## src/rtl/hiscore_ram_port.sv

```systemverilog
// Work-RAM port for the hiscore engine: pauses the CPU, takes over the work RAM,
// performs engine reads/writes inside the RAM window, then hands the RAM back.
module hiscore_ram_port #(
    parameter int unsigned          HS_AW    = 16,
    parameter int unsigned          RAM_AW   = 11,
    parameter logic [HS_AW-1:0]     RAM_BASE = 16'hC000
) (
    input  logic              clk_sys,
    input  logic              reset,
    input  logic              hs_access,
    input  logic [HS_AW-1:0]  hs_address,
    input  logic [7:0]        hs_data_in,
    input  logic              hs_write,
    output logic [7:0]        hs_data_out,
    output logic              hs_owned,
    output logic              pause_req,
    input  logic              cpu_paused,
    input  logic [RAM_AW-1:0] cpu_addr,
    input  logic [7:0]        cpu_din,
    input  logic              cpu_we,
    output logic [7:0]        cpu_dout,
    output logic [RAM_AW-1:0] ram_addr,
    output logic [7:0]        ram_din,
    output logic              ram_we,
    input  logic [7:0]        ram_dout,
    output logic [7:0]        drop_cnt
);

    localparam int unsigned     CW       = HS_AW + 1;
    localparam logic [CW-1:0]   WIN_SIZE = CW'(1) << RAM_AW;

    typedef enum logic [1:0] {
        IDLE = 2'd0,
        REQ  = 2'd1,
        OWN  = 2'd2,
        REL  = 2'd3
    } state_e;

    state_e      state_q, state_d;
    logic        pause_req_q, pause_req_d;
    logic        hs_owned_q, hs_owned_d;
    logic        rd_valid_q, rd_valid_d;
    logic [7:0]  hs_data_out_q, hs_data_out_d;
    logic [7:0]  drop_cnt_q, drop_cnt_d;

    logic [CW-1:0] hs_off;
    logic          in_window;
    logic          own;
    logic          eng_we;

    // Window test at HS_AW+1 bits so addresses below RAM_BASE cannot wrap into range.
    assign hs_off    = {1'b0, hs_address} - {1'b0, RAM_BASE};
    assign in_window = (hs_address >= RAM_BASE) && (hs_off < WIN_SIZE);
    assign own       = (state_q == OWN);
    assign eng_we    = own && in_window && hs_write;

    always_comb begin
        state_d       = state_q;
        drop_cnt_d    = drop_cnt_q;
        rd_valid_d    = own && in_window;
        hs_data_out_d = rd_valid_q ? ram_dout : 8'hFF;
        ram_addr      = cpu_addr;
        ram_din       = cpu_din;
        ram_we        = cpu_we;

        unique case (state_q)
            IDLE: if (hs_access) state_d = REQ;
            REQ: begin
                if (!hs_access)      state_d = REL;
                else if (cpu_paused) state_d = OWN;
            end
            OWN: if (!hs_access)  state_d = REL;
            REL: if (!cpu_paused) state_d = IDLE;
            default: state_d = IDLE;
        endcase

        // While owned the engine drives the RAM; the paused CPU's strobes are ignored.
        if (own) begin
            ram_addr = hs_address[RAM_AW-1:0] - RAM_BASE[RAM_AW-1:0];
            ram_din  = hs_data_in;
            ram_we   = eng_we;
        end

        if (hs_write && !eng_we && (drop_cnt_q != 8'hFF))
            drop_cnt_d = drop_cnt_q + 8'd1;

        pause_req_d = (state_d == REQ) || (state_d == OWN);
        hs_owned_d  = (state_d == OWN);
    end

    always_ff @(posedge clk_sys or posedge reset) begin
        if (reset) begin
            state_q       <= IDLE;
            pause_req_q   <= 1'b0;
            hs_owned_q    <= 1'b0;
            rd_valid_q    <= 1'b0;
            hs_data_out_q <= 8'hFF;
            drop_cnt_q    <= 8'd0;
        end else begin
            state_q       <= state_d;
            pause_req_q   <= pause_req_d;
            hs_owned_q    <= hs_owned_d;
            rd_valid_q    <= rd_valid_d;
            hs_data_out_q <= hs_data_out_d;
            drop_cnt_q    <= drop_cnt_d;
        end
    end

    assign pause_req   = pause_req_q;
    assign hs_owned    = hs_owned_q;
    assign hs_data_out = hs_data_out_q;
    assign drop_cnt    = drop_cnt_q;
    assign cpu_dout    = ram_dout;

endmodule

```

## config.mk

```make
export PLATFORM = sky130hd
export DESIGN_NAME = hiscore_ram_port
export DESIGN_NICKNAME = d
export VERILOG_FILES = /design/src/rtl/hiscore_ram_port.sv
export SDC_FILE = /design/constraint.sdc
export NUM_CORES = 1
export LEC_CHECK = 0
export CAP_MARGIN = 40
export CORE_UTILIZATION = 33
export CTS_BUF_LIST = sky130_fd_sc_hd__clkbuf_8
export DETAILED_ROUTE_END_ITERATION = 6
export HOLD_SLACK_MARGIN = 0.1
export PLACE_DENSITY = 0.82
export SKIP_CTS_REPAIR_TIMING = 1
export SYNTH_ARGS = -nofsm -noshare
export SYNTH_HDL_FRONTEND = slang
export SYNTH_SLANG_ARGS = --single-unit
```

## constraint.sdc

```tcl
create_clock -name clk_sys -period 1.6 [get_ports clk_sys]
set_input_delay 0.32 -clock clk_sys [delete_from_list [all_inputs] [get_ports clk_sys]]
set_output_delay 0.32 -clock clk_sys [all_outputs]
set_load 0.02 [all_outputs]
```

==> run_results.csv <==
group,metric,value,unit
global_routing,grt_antenna_before_repair,0,
logic_synthesis,ys_warn_count,0,
die,starting_utilization_of_the_core_area,35.5,%
cells_and_area,synthToLayoutAreaGrowth,104,%
logic_synthesis,synth_area_per_cell,8.74,sq um
logic_synthesis,synth_sequential_area_ratio,43.5,%
cells_and_area,fillers,271,
global_routing,grt_pass1_wl,5580,microns
drt,per_cell_via_count_in_the_routed_design,4.45,
die,die_width,63.1,microns
timing,clock-skew-final,0.00250,ns
die,die_area,3980,sq um
die,std_cell_rows,21,
drt,first_iter_violations,71,
logic_synthesis,yosysUniqueCellTypes,28,
placed_design,placedCellCount,290,
drt,totalWireLength,3340,microns
cts,insertion_delay,0.26,ns
logic_synthesis,postSynthRegisterBits,21,
global_routing,global_route.usage.total,17.6,%
setup_path,timing.critical_path.to_type,"output pin",
setup_path,critical_path_peak_fanout,3,
cts,cts-root-to-sink-buffers,2,
timing,timing_max_transition_violations_final,0,
status,failed_checks,"negative setup slack",
timing,setup_violators_final,3,
drt,routedWlPerCell,11.3,microns
setup_path,timing.critical_path.from_type,"register",
setup_path,required,1.28,ns
flow_run,timing.max_cap.violations,0,
placed_design,place.detailed.hpwl,2670,microns
cts,tritoncts,"yes",
timing,report.final.hold_viol_count,0,
logic_synthesis,dominantRegCellSynth,"dfrtp_1",
cells_and_area,drive_gt1_share,23.3,%
logic_synthesis,yosys-top-cells-count,"nand2_1, dfrtp_1, nand2b_1",
placed_design,io_buffers,102,
logic_synthesis,synth_fp_nets,200,
global_routing,grt_pass1_vias,1366,
timing,final_critical_path_setup_slack,-0.0388,ns
cts,cts-buffers-inserted,3,
drt,remaining_drc_errors,0,
setup_path,criticalPathCategory,"register to output pin",
logic_synthesis,library_cell_with_the_largest_summed_area_after_synthesis,"dfrtp_1",
pwr,leakage,1.29,nW
placed_design,placement.setup.worst_slack,-0.698,ns
logic_synthesis,share_of_yosys_cell_area_claimed_by_the_top_area_cell_type,26.4,%
logic_synthesis,yosys-top-cells-area,"dfrtp_1, nand2_1, dfstp_2, buf_4, nand2b_1",
logic_synthesis,synth-async-reset-ratio,100,%
cts,clock_tree_root_buffer_cell,"clkbuf_8",
cells_and_area,stdcell_count,295,
drt,detail_route.first_pass.iterations,4,
cts,cts_max_level,1,
drt,ant_nets,0,
cells_and_area,finish.utilization,72.7,%
die,die-height,63.1,microns
cells_and_area,layout.nets,309,
global_routing,grt_overflow,0,
logic_synthesis,syn-instance-count,141,
die,boundaryPins,103,
die,core_region_area,3470,sq um
worst_hold_path,min_path_type,"input pin to async pin",
cts,clkTransAtPathRegs,0.08,ns
status,outcome,"finished, violations left",
setup_path,worst_ep_arrival,1.32,ns
timing,grt_setup_unrepaired,"true",
drt,vias,1312,
pwr,post-layout-total-power,3.35,mW
timing,period_needed,1.64,ns
logic_synthesis,post_synth_instance_area,1230,sq um
timing,worst_slew_pin_slew,0.264,ns
cells_and_area,num_antenna_cells,0,
timing,finalCritPeriodShare,102,%
timing,slew_headroom,82.4,%
global_routing,grt_start_max_net_pins,22,
cts,cts_num_sinks,21,
pwr,peakVddDrop,0.759,mV
logic_synthesis,yosys.cell_count.top_type,"nand2_1",
timing,finalHoldWorstSlack,0.379,ns
placed_design,gpl.final_weighted_congestion,0.751,
pwr,power_density,1330,nW/um^2
timing,fmax,0.610,GHz
logic_synthesis,synth-edff-count,0,
per-stage QoR:
stage / area, sq um / TNS, ns
after floorplan: 1240 / 0
after global placement: 2360 / -7.85
after detailed placement: 2360 / -8.64
after CTS: 2410 / -13.61
after global routing: 2520 / -2.04
final: 2520 / -0.0692
state kept, by name, summed over array words and instances, names as in the netlist:
| signal | cells |
|---|---|
| hs_data_out | 8 |
| drop_cnt | 8 |
| rd_valid_q | 1 |
| hs_owned | 1 |
| state_q | 2 |
| pause_req | 1 |
power by group:
part           total, mW  internal [mW]  switching, mW
registers          0.859          0.689          0.170
logic               2.15           1.09           1.05
clock network      0.347          0.176          0.171
metal layers:
layer | global-route usage [%] | wire length [microns] | part of all wire (%)
met5 | 0 | 0 | 0
met2 | 33.5 | 1770 | 53
met1 | 18.4 | 1220 | 37
met3 | 5.25 | 291 | 8.7
met4 | 4.36 | 54 | 1.6
area by class of cell:
class / instances / area, sq um / area share, %
flip-flops and latches: 21 / 536 / 21.3
clock inverters: 1 / 7.51 / 0.298
clock buffers: 3 / 41.3 / 1.64
inverters: 4 / 15.0 / 0.596
repair buffers: 116 / 1240 / 49.1
well taps: 46 / 57.6 / 2.28
multi-input cells: 104 / 627 / 24.9
critical path, cell delays in order, from the launching register on:
cell     delay [ns]
dfrtp_1        0.42
nor2b_4        0.18
and3_1         0.19
a22o_1         0.15
buf_6          0.12
final timing paths:
kind	depth (start not counted)	start	slack, ns	end
max	4	state_q[0]	-0.04	ram_we
min	3	reset	0.38	drop_cnt[4]
max reg2reg	5	state_q[1]	0.04	drop_cnt[4]
min reg2reg	1	drop_cnt[0]	0.53	drop_cnt[0]
max in group asynchronous	3	reset	0.95	hs_data_out[0]
min in group clk_sys	1	drop_cnt[0]	0.53	drop_cnt[0]
placed cells by master, fill, tap and decap left out, drive strengths merged:
| cell | count |
|---|---|
| nand2 | 61 |
| clkdlybuf4s50 | 54 |
| buf | 33 |
| dlymetal6s2s | 28 |
| dfrtp | 13 |
| nand2b | 9 |
| dfstp | 8 |
| xor2 | 5 |
| inv | 4 |
| clkbuf | 4 |
| nor2 | 4 |
| nand3 | 2 |
| nand4 | 2 |
| nor4 | 2 |
| o21ai | 2 |
| mux2 | 2 |
| nor3b | 2 |
| nor3 | 2 |
| ha | 2 |
| nor2b | 1 |
| nor4b | 1 |
| a31o | 1 |
| nand3b | 1 |
| and3b | 1 |
| o311a | 1 |
| and3 | 1 |
| a22o | 1 |
| a2bb2oi | 1 |
| clkinvlp | 1 |
kinds of logic (layout without fill, tap and decap cells):
family          Yosys count  after routing  share of synthesized area, %
simple gates             89             89                          36.5
flops                    21             21                          43.5
buf+inv                  16            124                          7.51
compound gates            6              6                          4.47
xor+xnor                  5              5                          3.55
fa+ha+maj                 2              2                          2.03
mux                       2              2                          2.44
Power figures use the tool's default switching activity.
